$ cat src/rtl/disk_xfer_ctrl.sv
// Disk transfer controller: moves 16-bit word blocks between a disk port and
// the RAM transfer port, with a per-word acknowledge timeout.
module disk_xfer_ctrl #(
  parameter int DATA_WIDTH = 16,
  parameter int ADDR_WIDTH = 16,
  parameter int TIMEOUT    = 255
) (
  input  logic                  clk,
  input  logic                  rst_n,
  input  logic                  start,
  input  logic                  dir,
  input  logic [ADDR_WIDTH-1:0] mem_base,
  input  logic [ADDR_WIDTH-1:0] disk_base,
  input  logic [ADDR_WIDTH-1:0] len,
  output logic                  busy,
  output logic                  done,
  output logic                  err,
  output logic [ADDR_WIDTH-1:0] words_done,
  output logic                  ldd,
  output logic                  tr,
  output logic [ADDR_WIDTH-1:0] addr_t,
  output logic [DATA_WIDTH-1:0] data_t,
  input  logic [DATA_WIDTH-1:0] q_t,
  output logic                  disk_req,
  output logic                  disk_we,
  output logic [ADDR_WIDTH-1:0] disk_addr,
  output logic [DATA_WIDTH-1:0] disk_wdata,
  input  logic [DATA_WIDTH-1:0] disk_rdata,
  input  logic                  disk_ack
);

  localparam logic [2:0] S_IDLE   = 3'd0;
  localparam logic [2:0] S_LREQ   = 3'd1;
  localparam logic [2:0] S_LWR    = 3'd2;
  localparam logic [2:0] S_SFETCH = 3'd3;
  localparam logic [2:0] S_SREQ   = 3'd4;
  localparam logic [2:0] S_DONE   = 3'd5;
  localparam logic [2:0] S_ERR    = 3'd6;

  // The wait counter only needs to reach TIMEOUT-1: the last waiting cycle exits.
  localparam int WAIT_W = (TIMEOUT > 1) ? $clog2(TIMEOUT) : 1;
  localparam logic [WAIT_W-1:0] WAIT_LAST = WAIT_W'(TIMEOUT - 1);

  logic [2:0]            r_state;
  logic [ADDR_WIDTH-1:0] r_mem_ptr;
  logic [ADDR_WIDTH-1:0] r_disk_ptr;
  logic [ADDR_WIDTH-1:0] r_remain;
  logic [ADDR_WIDTH-1:0] r_words;
  logic [DATA_WIDTH-1:0] r_data;
  logic [WAIT_W-1:0]     r_wait;
  logic                  r_err;
  logic                  w_last_word;

  assign w_last_word = (r_remain == ADDR_WIDTH'(1));

  always_ff @(posedge clk or negedge rst_n) begin
    if (!rst_n) begin
      r_state    <= S_IDLE;
      r_mem_ptr  <= '0;
      r_disk_ptr <= '0;
      r_remain   <= '0;
      r_words    <= '0;
      r_data     <= '0;
      r_wait     <= '0;
      r_err      <= 1'b0;
    end else begin
      case (r_state)
        S_IDLE: begin
          if (start) begin
            r_err   <= 1'b0;
            r_words <= '0;
            if (len == '0) begin
              r_state <= S_DONE;
            end else begin
              r_mem_ptr  <= mem_base;
              r_disk_ptr <= disk_base;
              r_remain   <= len;
              r_wait     <= '0;
              r_state    <= dir ? S_SFETCH : S_LREQ;
            end
          end
        end
        S_LREQ: begin
          if (disk_ack) begin
            r_data  <= disk_rdata;
            r_state <= S_LWR;
          end else if (r_wait == WAIT_LAST) begin
            r_err   <= 1'b1;
            r_state <= S_ERR;
          end else begin
            r_wait <= r_wait + WAIT_W'(1);
          end
        end
        S_LWR: begin
          r_mem_ptr  <= r_mem_ptr + ADDR_WIDTH'(1);
          r_disk_ptr <= r_disk_ptr + ADDR_WIDTH'(1);
          r_words    <= r_words + ADDR_WIDTH'(1);
          r_remain   <= r_remain - ADDR_WIDTH'(1);
          r_wait     <= '0;
          r_state    <= w_last_word ? S_DONE : S_LREQ;
        end
        S_SFETCH: begin
          r_data  <= q_t;
          r_wait  <= '0;
          r_state <= S_SREQ;
        end
        S_SREQ: begin
          // An ack in the final waiting cycle takes priority over the timeout.
          if (disk_ack) begin
            r_mem_ptr  <= r_mem_ptr + ADDR_WIDTH'(1);
            r_disk_ptr <= r_disk_ptr + ADDR_WIDTH'(1);
            r_words    <= r_words + ADDR_WIDTH'(1);
            r_remain   <= r_remain - ADDR_WIDTH'(1);
            r_state    <= w_last_word ? S_DONE : S_SFETCH;
          end else if (r_wait == WAIT_LAST) begin
            r_err   <= 1'b1;
            r_state <= S_ERR;
          end else begin
            r_wait <= r_wait + WAIT_W'(1);
          end
        end
        S_DONE, S_ERR: r_state <= S_IDLE;
        default:       r_state <= S_IDLE;
      endcase
    end
  end

  assign busy       = (r_state == S_LREQ) || (r_state == S_LWR) ||
                      (r_state == S_SFETCH) || (r_state == S_SREQ);
  assign ldd        = busy;
  assign done       = (r_state == S_DONE) || (r_state == S_ERR);
  assign tr         = (r_state == S_LWR);
  assign disk_req   = (r_state == S_LREQ) || (r_state == S_SREQ);
  assign disk_we    = (r_state == S_SREQ);
  assign err        = r_err;
  assign words_done = r_words;
  assign addr_t     = r_mem_ptr;
  assign data_t     = r_data;
  assign disk_addr  = r_disk_ptr;
  assign disk_wdata = r_data;

endmodule

$ cat config.mk
export PLATFORM = sky130hd
export DESIGN_NAME = disk_xfer_ctrl
export DESIGN_NICKNAME = d
export VERILOG_FILES = /design/src/rtl/disk_xfer_ctrl.sv
export SDC_FILE = /design/constraint.sdc
export NUM_CORES = 1
export LEC_CHECK = 0
export CAP_MARGIN = 5
export CORE_MARGIN = 5
export CORE_UTILIZATION = 26
export CTS_BUF_LIST = sky130_fd_sc_hd__clkbuf_8 sky130_fd_sc_hd__clkbuf_16
export DETAILED_ROUTE_END_ITERATION = 10
export SLEW_MARGIN = 20
export SYNTH_ARGS = -nofsm -noshare
export SYNTH_HDL_FRONTEND = slang
export SYNTH_SLANG_ARGS = --single-unit
$ cat constraint.sdc
create_clock -name clk -period 4.3 [get_ports clk]
set_clock_uncertainty 0.2 [all_clocks]
set_input_delay 0.86 -clock clk [delete_from_list [all_inputs] [get_ports clk]]
set_output_delay 0.86 -clock clk [all_outputs]
set_load 0.01 [all_outputs]
### Word-level counts from Yosys, hierarchy flattened

Index checks and enable logic that the tools add are counted.

* input bits: 85
* word-level logic and storage cells: 81
* bits in registers: 92

* muxes and demuxes: 35
* add/sub/neg operators: 5
* reduce and logical (&&, ||, !) cells: 18
* equality and inequality tests: 15

Operators with widths (number)
* $mux 16: 12
* $pmux 16 s3: 4
* $add 16x1->16 const B: 3
* $mux 8: 4
* $pmux 16 s2: 1
* $pmux 8 s3: 1
* $mux 3: 7
* $eq 16x1->1 const B: 1
* $logic_not 16->1: 1
* $sub 16x1->16 const B: 1
* $pmux 3 s5: 1
* $ne 2x2->1 const B: 5
* $eq 3x3->1 const B: 3
* $add 8x1->8 const B: 1
* $eq 8x8->1 const B: 1
* $reduce_and 4->1: 2
* $eq 3x2->1 const B: 2
* $reduce_bool 3->1: 2
* $logic_or 1x1->1: 5
* $reduce_and 5->1: 1
* $ne 2x1->1 const B: 2
* $reduce_bool 2->1: 2
* $reduce_or 2->1: 2
* $eq 3x1->1 const B: 1
* 6 further kinds: 8

### Longest topological paths before layout

Gate-level depths: netlist of run 1.

* depth after elaboration: 4
* depth in mapped cells: 8

### Worst setup path after synthesis of run 1

No wires, ideal clock.

* kind: register to output
* start point: register r_state[0]
* end point: output port ldd
* path buffers: 3
* required time: 3.240 ns
* path slack: 1.864 ns
* data arrival time: 1.376 ns
* stages on the path, launching flop included: 6
* cell sequence: dfrtp_1 > clkbuf_1 > buf_1 > o21a_1 > nor2_1 > buf_4

* longest elaborated chain between the ends: 4

Ends and longest elaborated chain
* start: declaration: line 44 `logic [2:0] r_state;`
* start signal: assignment: line 79 `r_state <= dir ? S_SFETCH : S_LREQ;`
* start signal: assignment: line 100 `r_state <= w_last_word ? S_DONE : S_LREQ;`
* start signal: assignment: line 114 `r_state <= w_last_word ? S_DONE : S_SFETCH;`
* $eq 3x1->1 / $eq 3x2->1 (equally long branches): line 128 `assign busy = (r_state == S_LREQ) || (r_state == S_LWR) ||`
* $logic_or 1x1->1 (2 in series): line 128
* $logic_or 1x1->1 *: line 129 `(r_state == S_SFETCH) || (r_state == S_SREQ);`
* end: declaration: line 19 `output logic ldd,`

Every way passes the cells marked *; elsewhere a longest branch is shown, timed or not.

### Worst setup path after layout of run 1

* start point: register r_state[2]
* end point: output port disk_req

* longest elaborated chain between the ends: 2

Ends and longest elaborated chain
* $eq 3x1->1 / $eq 3x3->1 (equally long branches): line 133 `assign disk_req = (r_state == S_LREQ) || (r_state == S_SREQ);`
* $logic_or 1x1->1 *: line 133
* end: declaration: line 24 `output logic disk_req,`

Marked as above.

==> results of run 1 <==
[worst reg2reg max path, delay by kind of cell (launching register included)]
family,cells,cell delay (ns)
flops,1,0.61
buf+inv,1,0.50
simple gates,1,0.33
xor+xnor,1,0.42
compound gates,2,0.46
[cell usage after synthesis (all sizes together), types with 10 or more instances]
library cell,instances,area [sq um]
dfrtp,92,2302
o21ai,60,304.0
nor2,59,224.0
nand2,56,210.2
a21oi,54,274.0
buf,32,212.7
nand3,22,110.1
clkbuf,21,78.83
a2bb2oi,20,175.2
mux2i,19,190.2
nand4,18,112.6
nor3,18,90.09
o22ai,17,106.4
xor2,15,131.4
nor4,11,75.07
inv,10,37.54
[cell type report]
cell class              instances  area, sq um
clock buffers                  10        239.0
clock inverters                 6        117.6
fillers                      2070        12730
inverters                      10        37.54
multi-input cells             460         2780
flip-flops and latches         92         2302
well taps                     270        337.8
repair buffers                184         1819
[registers in the layout (all words and copies together), names as in the netlist]
signal / cells
r_remain: 16
r_state: 3
disk_addr: 16
words_done: 16
r_wait: 8
err: 1
data_t: 16
addr_t: 16
[per-layer routing]
layer | vias up | routed length (um) | GRT usage, % | part of all wire, %
li1 | 2536 | - | - | -
met1 | 2474 | 7080 | 17.75 | 43
met2 | 121 | 8458 | 23.48 | 51
met3 | 18 | 761 | 2.586 | 4.6
met4 | 0 | 224 | 3.743 | 1.4
met5 | - | 0 | 0 | 0
[final timing paths]
| check | start | end | slack [ns] |
|---|---|---|---|
| setup reg to reg | r_state[1]$_DFFE_PN0P_ | r_remain[14]$_DFFE_PN0P_ | 1.67 |
| max in group asynchronous | rst_n | data_t[2]$_DFFE_PN0P_ | 2.82 |
| hold / removal | rst_n | disk_addr[0]$_DFFE_PN0P_ | 0.27 |
| hold reg to reg | data_t[2]$_DFFE_PN0P_ | data_t[2]$_DFFE_PN0P_ | 0.30 |
| setup / recovery | r_state[2]$_DFFE_PN0P_ | disk_req | 0.99 |
| min in group clk | data_t[2]$_DFFE_PN0P_ | data_t[2]$_DFFE_PN0P_ | 0.30 |
[power by group through the flow]
| stage | registers, mW | clock network, mW | logic (mW) |
|---|---|---|---|
| after floorplan | 1.63 | 0 | 1.72 |
| after global placement | 1.64 | 0 | 2.84 |
| after detailed placement | 1.65 | 0 | 2.86 |
| after CTS | 1.64 | 0.990 | 2.87 |
| after global routing | 1.71 | 1.03 | 3.14 |
| final | 1.64 | 0.961 | 2.83 |
[kinds of logic after synthesis]
group | share of synthesized area (%)
flops | 42.67
compound gates | 22.57
xor+xnor | 2.598
fa+ha+maj | 1.623
buf+inv | 6.099
simple gates | 20.50
mux | 3.942
[metrics by stage]
step           instances  instance area [sq um]  hold WS [ns]  total power [mW]  setup WS [ns]
4_1_cts             1032                   7634        0.2746             5.497         0.9447
3_5_place_dp        1016                   7277        0.2955             4.513         0.6986
3_3_place_gp        1016                   7277        0.2822             4.486         0.7427
6_report            1032                   7634        0.2654             5.425         0.9893
5_1_grt             1032                   7634        0.2954             5.872         0.7712
2_1_floorplan        615                   5395        0.2743             3.353          1.864
==> flow_summary.ini, run 1 <==
[status]
run_status = finished, final reports clean

[sta]
period_needed_ns = 3.311
report.final.slew_viol_count = 0
grt_setup_unrepaired = no
setup_total_negative_slack_ns = 0
setup_viol = 0
timing.final.crit_share_pct = 76.99
slew-limit-headroom_pct = 37.88
achievable-frequency_mhz = 302.0
report.final.hold_viol_count = 0
actual_transition_at_the_worst_max_transition_pin_ns = 0.9295

[pwr]
static_leakage_nw = 3.139
internal_power_mw = 3.182
netSwitchingPower_mw = 2.243
power_density_nw_per_um2 = 710.7
sw_frac_of_total_pct = 41.34
power.clock.fraction_pct = 17.7
maximum_ir_drop_on_the_vdd_rail_mv = 0.3167
share_of_power_burned_in_combinational_logic_pct = 52.1
seq_power_share_pct = 30.1

[clocking]
worstSkewPairLatency_ns = 0.34
postCtsResizedCells = 0
numClockSinks = 92
cts_hold_buffers = 0
cts.root.buffer_cell = sky130_fd_sc_hd__clkbuf_16
h-tree-depth = 3
clk_pin_slew_worst_paths_ns = 0.07
postCtsSetupRepairBufs = 0
cts-root-to-sink-buffers = 2
number_of_clock_buffers_inserted_by_tritoncts = 9
cts_tree = yes

[finish]
design.final.nets = 849
share_of_the_core_filled_with_cells_pct = 37.48
final_common_cell = sky130_fd_sc_hd__clkdlybuf4s50_1
post_route_cells_drive_above_1_share_pct = 6.168
layout_common_cells = sky130_fd_sc_hd__clkdlybuf4s50_1 (170), sky130_fd_sc_hd__dfrtp_1 (92), sky130_fd_sc_hd__nor2_1 (58), sky130_fd_sc_hd__o21ai_0 (58), sky130_fd_sc_hd__nand2_1 (56)
layout-area-overhead-vs-synth_pct = 41.49
insertedDiodeCount = 0

[die]
design.portCount = 172
design.die.area_sq_um = 23730
area_of_the_core_sq_um = 20360
die_height_um = 154.1
dieWidth_um = 154.1
num_rows = 52
start_util_pct = 26.49

[logic_synthesis]
mappedNetlistNets = 707
syn_avg_cell_area_sq_um = 8.773
synth_cell_types = 62
post_synth_instance_area_sq_um = 5395
postSynthRegisterBits = 92
synthesis.yosys.warnings = 0
postSynthCellCount = 615
synth-main-ff-cell = sky130_fd_sc_hd__dfrtp_1
yosysSeqAreaShare_pct = 42.67
synth-edff-count = 0
postSynth.asyncResetShare_pct = 100.0

[setup_path]
path_max_fanout = 16
r2r.worst_path.cells = 5
timing.critical_path.depth = 4
crit_chain = nand2b_1 -> a21o_1 -> inv_1 -> clkdlybuf4s50_1
critical-path-max-stage-delay_ns = 0.67
critical-path-top-delay-family = buffers and inverters
worst-endpoint-arrival_ns = 2.25
worst-setup-path-type = reg -> out
required_ns = 3.24
path_buf_inv = 2
timing.critical_path.from_type = flip-flop
critical_path.slowest_cell = sky130_fd_sc_hd__dfrtp_1
timing.critical_path.to_type = output port

[drt]
final_antenna_net_count = 0
detailroute.via_count = 5149
drt-wirelength-per-cell_um = 16.01
dr.first_iter.drc_count = 350
drc = 0
drt_wl_total_um = 16520
drtPass1Iterations = 6
vias_per_cell = 4.989

[global_route]
pin_count_of_the_biggest_net_entering_global_routing = 53
grt_first_pass_wirelength_um = 26840
first_global_vias = 4977
antenna_found_initial = 0
grt_usage_pct = 13.73
total_gr_overflow = 0

[min_path]
worstHoldPathType = in -> async

[place]
globalplace.congestion = 0.8116
portBuffers = 171
hpwlAfterDp_um = 12080

[job]
max_cap_violations = 0
Power figures use the tool's default switching activity.
==> run 2, diff against run 1 <==
clock period = 3.1 ns   (was 4.3 ns; I/O delays follow)
==> run 2 against run 1 <==
First-iteration DRC count shrank 5.1%. Wire length grew 0.88%. Flip-flop and latch count is the same. Setup slack lost 0.80 ns. Hold slack lost 0.25 ns. Total power grew 36%. Clock power grew 11%. Die area is the same. Non-clock buffer count grew 5. Critical path depth is the same. Via count grew 0.37%. Combinational power grew 43%. Critical path type unchanged. Largest cell class unchanged. Largest power group unchanged.
==> flow_summary.ini, run 2 (same netlist as run 1, synthesis figures left out) <==
[status]
run_status = finished, final reports clean

[global_route]
grt_usage_pct = 13.84
antenna_found_initial = 0
grt_first_pass_wirelength_um = 27090
total_gr_overflow = 0
first_global_vias = 5039
pin_count_of_the_biggest_net_entering_global_routing = 64

[sta]
timing.final.crit_share_pct = 93.90
actual_transition_at_the_worst_max_transition_pin_ns = 0.8282
report.final.slew_viol_count = 0
grt_setup_unrepaired = no
report.final.hold_viol_count = 0
setup_viol = 0
slew-limit-headroom_pct = 44.28
period_needed_ns = 2.911
setup_total_negative_slack_ns = 0
achievable-frequency_mhz = 343.5

[place]
globalplace.congestion = 0.8085
portBuffers = 171
hpwlAfterDp_um = 12130

[drt]
dr.first_iter.drc_count = 332
drtPass1Iterations = 4
vias_per_cell = 4.984
detailroute.via_count = 5168
final_antenna_net_count = 0
drc = 0
drt-wirelength-per-cell_um = 16.07
drt_wl_total_um = 16670

[setup_path]
path_max_fanout = 13
r2r.worst_path.cells = 6
timing.critical_path.from_type = flip-flop
required_ns = 2.28
worst-setup-path-type = reg -> out
crit_chain = buf_4 -> o21a_1 -> nor2_1 -> clkdlybuf4s50_1
critical_path.slowest_cell = sky130_fd_sc_hd__clkdlybuf4s50_1
critical-path-max-stage-delay_ns = 0.58
timing.critical_path.to_type = output port
worst_r2r_endpoint = r_remain[5]$_DFFE_PN0P_
worstReg2RegStart = r_state[1]$_DFFE_PN0P_
critical-path-top-delay-family = buffers and inverters
ff2ff_setup_slack_ns = 0.64
path_buf_inv = 2
worst-endpoint-arrival_ns = 2.09

[pwr]
share_of_power_burned_in_combinational_logic_pct = 54.8
maximum_ir_drop_on_the_vdd_rail_mv = 0.4332
sw_frac_of_total_pct = 42.73
power_density_nw_per_um2 = 965.6
netSwitchingPower_mw = 3.156
internal_power_mw = 4.229
seq_power_share_pct = 30.6
static_leakage_nw = 3.146
power.clock.fraction_pct = 14.6

[finish]
final_common_cell = sky130_fd_sc_hd__clkdlybuf4s50_1
share_of_the_core_filled_with_cells_pct = 37.56
design.final.nets = 854
insertedDiodeCount = 0
layout-area-overhead-vs-synth_pct = 41.77
post_route_cells_drive_above_1_share_pct = 6.780
layout_common_cells = sky130_fd_sc_hd__clkdlybuf4s50_1 (170), sky130_fd_sc_hd__dfrtp_1 (92), sky130_fd_sc_hd__nor2_1 (58), sky130_fd_sc_hd__o21ai_0 (58), sky130_fd_sc_hd__nand2_1 (56)

[die]
area_of_the_core_sq_um = 20360
dieWidth_um = 154.1
start_util_pct = 26.49
design.portCount = 172
num_rows = 52
design.die.area_sq_um = 23730
die_height_um = 154.1

[job]
max_cap_violations = 0

[min_path]
worstHoldPathType = in -> async

[clocking]
cts-root-to-sink-buffers = 2
cts.root.buffer_cell = sky130_fd_sc_hd__clkbuf_16
cts_hold_buffers = 0
numClockSinks = 92
cts_tree = yes
worstSkewPairLatency_ns = 0.35
clk_pin_slew_worst_paths_ns = 0.07
h-tree-depth = 3
number_of_clock_buffers_inserted_by_tritoncts = 9
-- run 2: worst max path at each step --
stage / from / endpoint / cells after the start
2_1_floorplan: r_state[0]$_DFFE_PN0P_ / ldd / 5
3_3_place_gp: len[6] / r_remain[0]$_DFFE_PN0P_ / 7
3_5_place_dp: len[11] / r_remain[0]$_DFFE_PN0P_ / 6
4_1_cts: r_state[0]$_DFFE_PN0P_ / disk_req / 4
5_1_grt: r_state[0]$_DFFE_PN0P_ / busy / 4
6_report: r_state[0]$_DFFE_PN0P_ / busy / 4
-- run 2: what timing repair did --
| action | 4_1_cts | 5_1_grt |
|---|---|---|
| resized for setup | 0 | 1 |
| setup endpoints to repair | 0 | 1 |
| hold endpoints to repair | 0 | 0 |
| setup buffers | 0 | 0 |
-- run 2: metal layers --
metal / up-vias / GRT usage (%) / share of wire (%)
met5: - / 0 / 0
met3: 24 / 2.811 / 4.8
met4: 0 / 4.542 / 2.1
met2: 119 / 23.29 / 51
met1: 2490 / 17.78 / 43
li1: 2535 / - / -
-- run 2: stage by stage --
step	hold slack [ns]	area (sq um)	total power, mW	worst slack [ns]	instances
after global placement	0.2821	7365	6.318	0.05754	1021
final	0.01550	7649	7.385	0.1891	1037
after global routing	0.04080	7649	8.016	0.03951	1037
after detailed placement	0.2969	7365	6.364	0.05441	1021
after CTS	0.01447	7649	7.489	0.07676	1037
after floorplan	0.1244	5395	4.650	0.9038	615
-- run 2: cell type report --
type / instances / area [sq um]
tap: 270 / 337.8
clock inverter: 7 / 58.81
clock buffer: 9 / 225.2
multi-input combinational: 460 / 2780
timing repair buffer: 189 / 1907
inverter: 10 / 37.54
fill: 2045 / 12720
sequential: 92 / 2302
-- run 2: power groups by stage --
stage                     Combinational, mW  Sequential [mW]  Clock [mW]
final                                  4.05             2.26        1.07
after global routing                   4.47             2.36        1.19
after CTS                              4.10             2.26        1.13
after detailed placement               4.09             2.27           0
after global placement                 4.04             2.27           0
after floorplan                        2.39             2.26           0
